$ cat config.mk
export PLATFORM = sky130hd
export DESIGN_NAME = key_input_ctrl
export DESIGN_NICKNAME = d
export VERILOG_FILES = /design/src/rtl/key_pkg.sv /design/src/rtl/key_debounce.sv /design/src/rtl/key_input_ctrl.sv
export SDC_FILE = /design/constraint.sdc
export NUM_CORES = 1
export LEC_CHECK = 0
export CAP_MARGIN = 20
export CORE_MARGIN = 4
export CORE_UTILIZATION = 29
export CTS_CLUSTER_DIAMETER = 120
export DETAILED_ROUTE_END_ITERATION = 12
export PLACE_DENSITY = 0.47
export SYNTH_ARGS = -nofsm -noshare
export SYNTH_HDL_FRONTEND = slang
export SYNTH_SLANG_ARGS = --single-unit
$ cat constraint.sdc
create_clock -name clk -period 4 [get_ports clk]
set_input_delay 1 -clock clk [delete_from_list [all_inputs] [get_ports clk]]
set_output_delay 1 -clock clk [all_outputs]
set_load 0.02 [all_outputs]
$ cat src/rtl/key_pkg.sv
// Shared key indices and default timing for the push-button conditioning path.
// The game-logic stage imports the same constants.
package key_pkg;

    typedef enum logic [1:0] {
        KEY_UP    = 2'd0,
        KEY_DOWN  = 2'd1,
        KEY_LEFT  = 2'd2,
        KEY_RIGHT = 2'd3
    } key_idx_e;

    localparam int NUM_KEYS = 4;

    // 10 ms of stability at 50 MHz; the counter width must cover DEBOUNCE_CYCLES.
    localparam int DEBOUNCE_CYCLES_DEF     = 500000;
    localparam int DEBOUNCE_CNT_W_DEF      = 20;
    localparam int REPEAT_DELAY_FRAMES_DEF = 20;
    localparam int REPEAT_RATE_FRAMES_DEF  = 6;

    function automatic int max_int(input int a, input int b);
        return (a > b) ? a : b;
    endfunction

endpackage

$ cat src/rtl/key_debounce.sv
// One key: two-flop synchroniser, stability counter, accepted level and
// a one-cycle pulse on each accepted 0->1 transition.
module key_debounce
    import key_pkg::*;
#(
    parameter int DEBOUNCE_CYCLES = DEBOUNCE_CYCLES_DEF,
    parameter int CNT_W           = DEBOUNCE_CNT_W_DEF
) (
    input  logic clk,
    input  logic rst,
    input  logic raw_in,
    output logic level_out,
    output logic press_pulse
);

    localparam logic [CNT_W-1:0] CNT_LAST = CNT_W'(DEBOUNCE_CYCLES - 1);
    localparam logic [CNT_W-1:0] CNT_ONE  = CNT_W'(1);

    if ((64'd1 << CNT_W) <= 64'(DEBOUNCE_CYCLES)) begin : g_bad_cnt_w
        $error("key_debounce: CNT_W too narrow for DEBOUNCE_CYCLES");
    end

    logic             sync_q1;
    logic             sync_q2;
    logic [CNT_W-1:0] cnt;

    always_ff @(posedge clk or posedge rst) begin
        if (rst) begin
            sync_q1     <= 1'b0;
            sync_q2     <= 1'b0;
            cnt         <= '0;
            level_out   <= 1'b0;
            press_pulse <= 1'b0;
        end else begin
            sync_q1     <= raw_in;
            sync_q2     <= sync_q1;
            press_pulse <= 1'b0;
            // Any return to the accepted level (a bounce) restarts the stability window.
            if (sync_q2 == level_out) begin
                cnt <= '0;
            end else if (cnt == CNT_LAST) begin
                cnt         <= '0;
                level_out   <= sync_q2;
                press_pulse <= sync_q2;
            end else begin
                cnt <= cnt + CNT_ONE;
            end
        end
    end

endmodule

$ cat src/rtl/key_input_ctrl.sv
// Four debounced keys feeding sticky per-frame event flags cleared by draw_finish.
// Frame-paced auto-repeat is built only when AUTO_REPEAT_EN is defined.
module key_input_ctrl
    import key_pkg::*;
#(
    parameter int DEBOUNCE_CYCLES     = DEBOUNCE_CYCLES_DEF,
    parameter int CNT_W               = DEBOUNCE_CNT_W_DEF,
    parameter int REPEAT_DELAY_FRAMES = REPEAT_DELAY_FRAMES_DEF,
    parameter int REPEAT_RATE_FRAMES  = REPEAT_RATE_FRAMES_DEF
) (
    input  logic                clk,
    input  logic                rst,
    input  logic [NUM_KEYS-1:0] btn_raw,
    input  logic                draw_finish,
    output logic [NUM_KEYS-1:0] op_keys,
    output logic [NUM_KEYS-1:0] key_level
);

    if (REPEAT_DELAY_FRAMES < 1 || REPEAT_RATE_FRAMES < 1) begin : g_bad_repeat
        $error("key_input_ctrl: repeat frame counts must be at least 1");
    end

    logic [NUM_KEYS-1:0] level;
    logic [NUM_KEYS-1:0] press;
    logic [NUM_KEYS-1:0] key_evt;

    for (genvar i = 0; i < NUM_KEYS; i++) begin : g_key
        key_debounce #(
            .DEBOUNCE_CYCLES(DEBOUNCE_CYCLES),
            .CNT_W          (CNT_W)
        ) u_debounce (
            .clk        (clk),
            .rst        (rst),
            .raw_in     (btn_raw[i]),
            .level_out  (level[i]),
            .press_pulse(press[i])
        );
    end

    assign key_level = level;

`ifdef AUTO_REPEAT_EN
    localparam int RPT_W = $clog2(max_int(REPEAT_DELAY_FRAMES, REPEAT_RATE_FRAMES)) + 1;
    localparam logic [RPT_W-1:0] RPT_DELAY = RPT_W'(REPEAT_DELAY_FRAMES);
    localparam logic [RPT_W-1:0] RPT_RATE  = RPT_W'(REPEAT_RATE_FRAMES);
    localparam logic [RPT_W-1:0] RPT_ONE   = RPT_W'(1);

    logic [RPT_W-1:0]    rpt_cnt [NUM_KEYS];
    logic [NUM_KEYS-1:0] rpt_first_done;
    logic [NUM_KEYS-1:0] rpt_hit;
    logic [NUM_KEYS-1:0] rpt_evt;

    always_comb begin
        rpt_hit = '0;
        for (int k = 0; k < NUM_KEYS; k++) begin
            rpt_hit[k] = (rpt_cnt[k] + RPT_ONE) == (rpt_first_done[k] ? RPT_RATE : RPT_DELAY);
        end
    end

    // The repeat fires in the draw_finish cycle itself, so set-wins keeps it for the coming frame.
    assign rpt_evt = level & ~press & rpt_hit & {NUM_KEYS{draw_finish}};

    always_ff @(posedge clk or posedge rst) begin
        if (rst) begin
            for (int k = 0; k < NUM_KEYS; k++) begin
                rpt_cnt[k] <= '0;
            end
            rpt_first_done <= '0;
        end else begin
            for (int k = 0; k < NUM_KEYS; k++) begin
                if (!level[k] || press[k]) begin
                    rpt_cnt[k]        <= '0;
                    rpt_first_done[k] <= 1'b0;
                end else if (draw_finish) begin
                    if (rpt_hit[k]) begin
                        rpt_cnt[k]        <= '0;
                        rpt_first_done[k] <= 1'b1;
                    end else begin
                        rpt_cnt[k] <= rpt_cnt[k] + RPT_ONE;
                    end
                end
            end
        end
    end

    assign key_evt = press | rpt_evt;
`else
    assign key_evt = press;
`endif

    always_ff @(posedge clk or posedge rst) begin
        if (rst) begin
            op_keys <= '0;
        end else begin
            op_keys <= key_evt | (op_keys & ~{NUM_KEYS{draw_finish}});
        end
    end

endmodule

==> reports/metrics.yaml <==
post_drt_wl_per_cell_um: 13.7
syn_inst: 473
rsz0062_at_grt: "false"
comb_power_share_pct: 3.2
path_delay_family: "buffers and inverters"
swShare_pct: 22.3
antenna_found_initial: 0
period_share_pct: 60.2
worstMarginPinSlew_ns: 0.727
drive_above_1_share_pct: 7.35
drt_iter0_drc: 310
p_clk_share_pct: 46.2
layout.nets: 496
crit_fanout: 4
cts_buffer_depth: 2
finalClockSkew_ns: 0.00739
finalSetupViolCount: 0
fp.coreArea_sq_um: 16000
post_cts_resize_count: 0
fmax_mhz: 415
r2r_slack_ns: 1.79
drv_cap: 0
synth_warnings: 0
syn-num-nets: 484
port_buffers: 14
slowest_stage: "clkdlybuf4s50_1"
cts_max_level: 3
num_rows: 46
critPathKind: "flip-flop to output port"
irDropWorstVdd_v: 0.000217
yosysUniqueCellTypes: 44
synth_top_area_share_pct: 52.5
async_flop_share_pct: 100
cts_buffers: 9
p_sw_w: 0.000458
drc: 0
grt_pass1_vias: 3377
synthTopCellsByCount: "100 x dfrtp_1, 78 x nor2_1, 45 x xnor2_1, 30 x nand3_1, 23 x nand2_1"
drtAntennaViolNets: 0
slowest_delay_ns: 0.65
crit_chain: "clkdlybuf4s50_1"
critical_path_arrival_ns: 1.41
grt_pass1_wl_um: 16900
clock_latency_ns: 0.35
p_int_w: 0.00160
min_period_ns: 2.41
nFillCells: 1655
hold_class: "flip-flop to flip-flop"
end_kind: "output port"
slew_viol_final: 0
cts_setup_buffers: 0
die-area_sq_um: 18600
drt-total-wl_um: 9640
critPathLaunchType: "flip-flop"
grt_max_degree: 57
slew_headroom_pct: 51.1
cts_hold_buf: 0
gp_congestion: 0.778
grt_usage_pct: 11.4
diodes: 0
final_cells: 706
cts_tree: "yes"
setup_tns_ns: 0
viasPerCell: 4.88
synth_edf_count: 0
overflow: 0
area_delta_synth_final_pct: 14.0
status: "finished, final reports clean"
synth_ff_type: "dfrtp_1"
dp_hpwl_um: 6560
die_x_um: 136
required_ns: 3.00
hold_viol_final: 0
power_density_nw_per_um2: 378
ios: 15
yosysSeqAreaShare_pct: 52.5
dp.cells: 690
cts_sinks: 100
synth_seq_cells: 100
cts_root_buf: "clkbuf_16"
seqPwrFrac_pct: 50.5
p_leak_nw: 2.09
synth_area_leader_cell: "dfrtp_1"
syn_avg_cell_area_sq_um: 10.1
vias: 3444
start_util_pct: 29.8
synthMostInstantiatedCell: "dfrtp_1"
drtPass1Iterations: 4
synth.cell_area_sq_um: 4770
ys_top_cells_by_area: "dfrtp_1 52%, xnor2_1 8.3%, nor2_1 6.1%"
cts.clk_slew.worst_paths_ns: 0.07
worst-path-buf-inv: 1
die_h_um: 136
-- cells in the final DEF (no fill, tap or decap), types with 5 or more instances in the layout --
master           instances
dfrtp_1                100
o21ai_0                  7
clkbuf_16                9
xnor2_1                 45
nor3_1                  13
nand3_1                 30
clkdlybuf4s50_1         14
nor4_1                  15
a21o_1                   5
o31ai_1                  8
xor2_1                  12
inv_1                   17
or3_1                    6
a21oi_1                 18
or4_1                   12
nor2_1                  78
nand4_1                 20
nand2_1                 23
-- path summary, 6_finish.rpt --
check                                                     startpoint                               endpoint  cells after the start
setup / recovery           g_key[1].u_debounce.level_out$_DFFE_PP0P_                           key_level[1]                      1
hold / removal                 g_key[0].u_debounce.sync_q1$_DFF_PP0_  g_key[0].u_debounce.sync_q2$_DFF_PP0_                      0
setup reg to reg                g_key[2].u_debounce.cnt[0]$_DFF_PP0_  g_key[2].u_debounce.cnt[18]$_DFF_PP0_                      5
hold reg to reg                g_key[0].u_debounce.sync_q1$_DFF_PP0_  g_key[0].u_debounce.sync_q2$_DFF_PP0_                      0
max in group asynchronous                                        rst  g_key[3].u_debounce.cnt[18]$_DFF_PP0_                      3
min in group asynchronous                                        rst  g_key[2].u_debounce.cnt[15]$_DFF_PP0_                      2
-- cells by family after synthesis --
group / count (synthesis) / share of synthesized area (%)
compound gates: 45 / 5.96
buf+inv: 34 / 3.36
simple gates: 229 / 25.8
flops: 100 / 52.5
xor+xnor: 57 / 10.5
mux: 4 / 0.944
fa+ha+maj: 4 / 1.05
-- power by group through the flow --
stage,Combinational (W),Clock (W),Sequential (W)
2_1_floorplan,0.0000489,0,0.00106
3_3_place_gp,0.0000688,0,0.00106
3_5_place_dp,0.0000692,0,0.00106
4_1_cts,0.0000699,0.000985,0.00104
5_1_grt,0.0000775,0.00102,0.00104
6_report,0.0000665,0.000950,0.00104
-- metrics by stage --
stage	setup slack [ns]	hold WS, ns	total power [W]	cell area (sq um)	utilization, %
6_report	1.59	0.354	0.00206	5440	34.0
5_1_grt	1.52	0.363	0.00214	5440	34.0
4_1_cts	1.55	0.359	0.00209	5440	34.0
3_5_place_dp	1.72	0.344	0.00113	5110	32.0
3_3_place_gp	1.74	0.336	0.00113	5110	32.0
2_1_floorplan	0.381	0.331	0.00110	4770	-
-- per-layer routing --
| metal | track usage (%) | up-vias | wire, um |
|---|---|---|---|
| met3 | 2.96 | 15 | 328 |
| met5 | 0 | - | 0 |
| li1 | - | 1694 | - |
| met4 | 4.70 | 0 | 183 |
| met1 | 15.5 | 1684 | 4720 |
| met2 | 17.4 | 51 | 4400 |
-- sequential cells by signal, summed over array words and instances, names as in the netlist --
name and cells:
g_key.u_debounce.sync_q1 4, op_keys 4, g_key.u_debounce.press_pulse 4, g_key.u_debounce.level_out 4
g_key.u_debounce.cnt 80, g_key.u_debounce.sync_q2 4
-- worst reg2reg max path: stages, from the launching register on --
cell     delay [ns]
dfrtp_1        0.42
ha_1           0.23
nand4_1        0.32
nor4_1         0.55
or3b_2         0.49
a21oi_1        0.14
-- layout make-up --
class                   count  area (sq um)  area share (%)
flip-flops and latches    100          2500            46.0
well taps                 216           270            4.97
inverters                  18          70.1            1.29
clock inverters             7          98.8            1.82
clock buffers               9           225            4.14
repair buffers             17           163            2.99
multi-input cells         339          2110            38.8
No activity file was read; power rests on OpenSTA's default activity.
==> variant, RTL diff (same settings) <==
The package constant `NUM_KEYS` goes from 4 to 2.
--- a/src/rtl/key_pkg.sv
+++ b/src/rtl/key_pkg.sv
@@ -9,7 +9,7 @@
         KEY_RIGHT = 2'd3
     } key_idx_e;
 
-    localparam int NUM_KEYS = 4;
+    localparam int NUM_KEYS = 2;
 
     // 10 ms of stability at 50 MHz; the counter width must cover DEBOUNCE_CYCLES.
     localparam int DEBOUNCE_CYCLES_DEF     = 500000;
Ports: changed (resized btn_raw, key_level and op_keys); port bits go from 15 to 9. No check against the original RTL was run, so the function may have changed too.
==> variant against the unedited design <==
Count of clock-buffer cells in the layout down 3. Synthesized area down 50%. Sequential cell count down 50. Global-route usage decreased by 1.3 points. Worst setup slack better by 0.080 ns. Routed wire length decreased by 54%. Die area is 47% lower. Total power down 59%. Final area shrank 51%. Critical path type unchanged. Non-clock buffer count decreased by 7. Register-to-register slack barely moved.
==> variant: results (changes against the unedited design) <==
.. list-table::
   :header-rows: 1

   * - Metric
     - Value
   * - Outcome
     - finished, final reports clean (unchanged)
   * - Max Clock Skew
     - 0.00715 ns (was 0.00739 ns)
   * - Worst relative slew slack
     - 32.3% (was 51.1%)
   * - Via count of the first global-routing pass
     - 1693 (was 3377)
   * - Root Driver
     - sky130_fd_sc_hd__clkbuf_8 (was sky130_fd_sc_hd__clkbuf_16)
   * - List of most frequent post-synthesis cells
     - 50 x sky130_fd_sc_hd__dfrtp_1, 36 x sky130_fd_sc_hd__nor2_1, 23 x sky130_fd_sc_hd__xnor2_1, 13 x sky130_fd_sc_hd__nand2_1 (was 100 x sky130_fd_sc_hd__dfrtp_1, 78 x sky130_fd_sc_hd__nor2_1, 45 x sky130_fd_sc_hd__xnor2_1, 30 x sky130_fd_sc_hd__nand3_1, 23 x sky130_fd_sc_hd__nand2_1)
   * - FF-to-FF Start
     - g_key[1].u_debounce.cnt[0] (was g_key[2].u_debounce.cnt[0])
   * - Fraction of synthesized cell area in xor and xnor cells
     - 11.7% (was 10.5%)
   * - Fraction of power spent switching nets
     - 23.1% (was 22.3%)
   * - Sequential share of power
     - 61.9% (was 50.5%)
   * - Largest voltage drop on the vdd net
     - 0.000144 V (was 0.000217 V)
   * - Launch point of the worst hold path
     - g_key[1].u_debounce.sync_q1 (was g_key[0].u_debounce.sync_q1)
   * - Input/output buffers
     - 8 (was 14)
   * - Vias per Instance
     - 4.70 (was 4.88)
   * - Global Route Usage Sum
     - 10.1% (was 11.4%)
   * - Static leakage power
     - 1.05 nW (was 2.09 nW)
   * - Clock network power
     - 0.285 mW (was 0.950 mW)
   * - Final Net Count
     - 248 (was 496)
   * - Cell types with the largest area share after synthesis
     - sky130_fd_sc_hd__dfrtp_1 52%, sky130_fd_sc_hd__xnor2_1 8.4%, sky130_fd_sc_hd__nor2_1 5.7% (was sky130_fd_sc_hd__dfrtp_1 52%, sky130_fd_sc_hd__xnor2_1 8.3%, sky130_fd_sc_hd__nor2_1 6.1%)
   * - Fraction of layout cells with a size suffix above 1
     - 7.47% (was 7.35%)
   * - Worst path max stage delay
     - 0.63 ns (was 0.65 ns)
   * - Hold-critical path endpoint
     - g_key[1].u_debounce.sync_q2 (was g_key[0].u_debounce.sync_q2)
   * - Weighted congestion reported at the end of routability-driven placement
     - 0.730 (was 0.778)
   * - Worst Path Arrival
     - 1.33 ns (was 1.41 ns)
   * - TritonCTS Buffers
     - 5 (was 9)
[variant: changes by cell type after synthesis, sizes merged, moves of 7 or more]
cell,unedited run,this run
dfrtp,100,50
nor4,15,7
nand2,23,13
nand3,31,13
nor2,78,36
o31ai,8,1
buf,11,4
xnor2,45,23
nand4,21,13
a21oi,19,5
or4,13,4
inv,18,6
[variant: stage by stage]
stage	hold WS, ns	setup slack [ns]
2_1_floorplan	0.331	1.80
3_3_place_gp	0.333	1.65
3_5_place_dp	0.336	1.64
4_1_cts	0.357	1.64
5_1_grt	0.372	1.55
6_report	0.353	1.67
[variant: final cells by class]
type | count | area (um2)
clock buffer | 6 | 72.6
clock inverter | 1 | 7.51
fill | 841 | 5180
inverter | 6 | 22.5
multi-input combinational | 168 | 1080
sequential | 50 | 1250
tap | 102 | 128
timing repair buffer | 10 | 108
[variant: routing by layer]
layer	global-route usage [%]	share of wire [%]	vias to the layer above
met2	17.3	48	16
met4	3.78	1.0	0
met3	2.34	2.3	2
li1	-	-	825
met5	0	0	-
met1	12.4	48	769
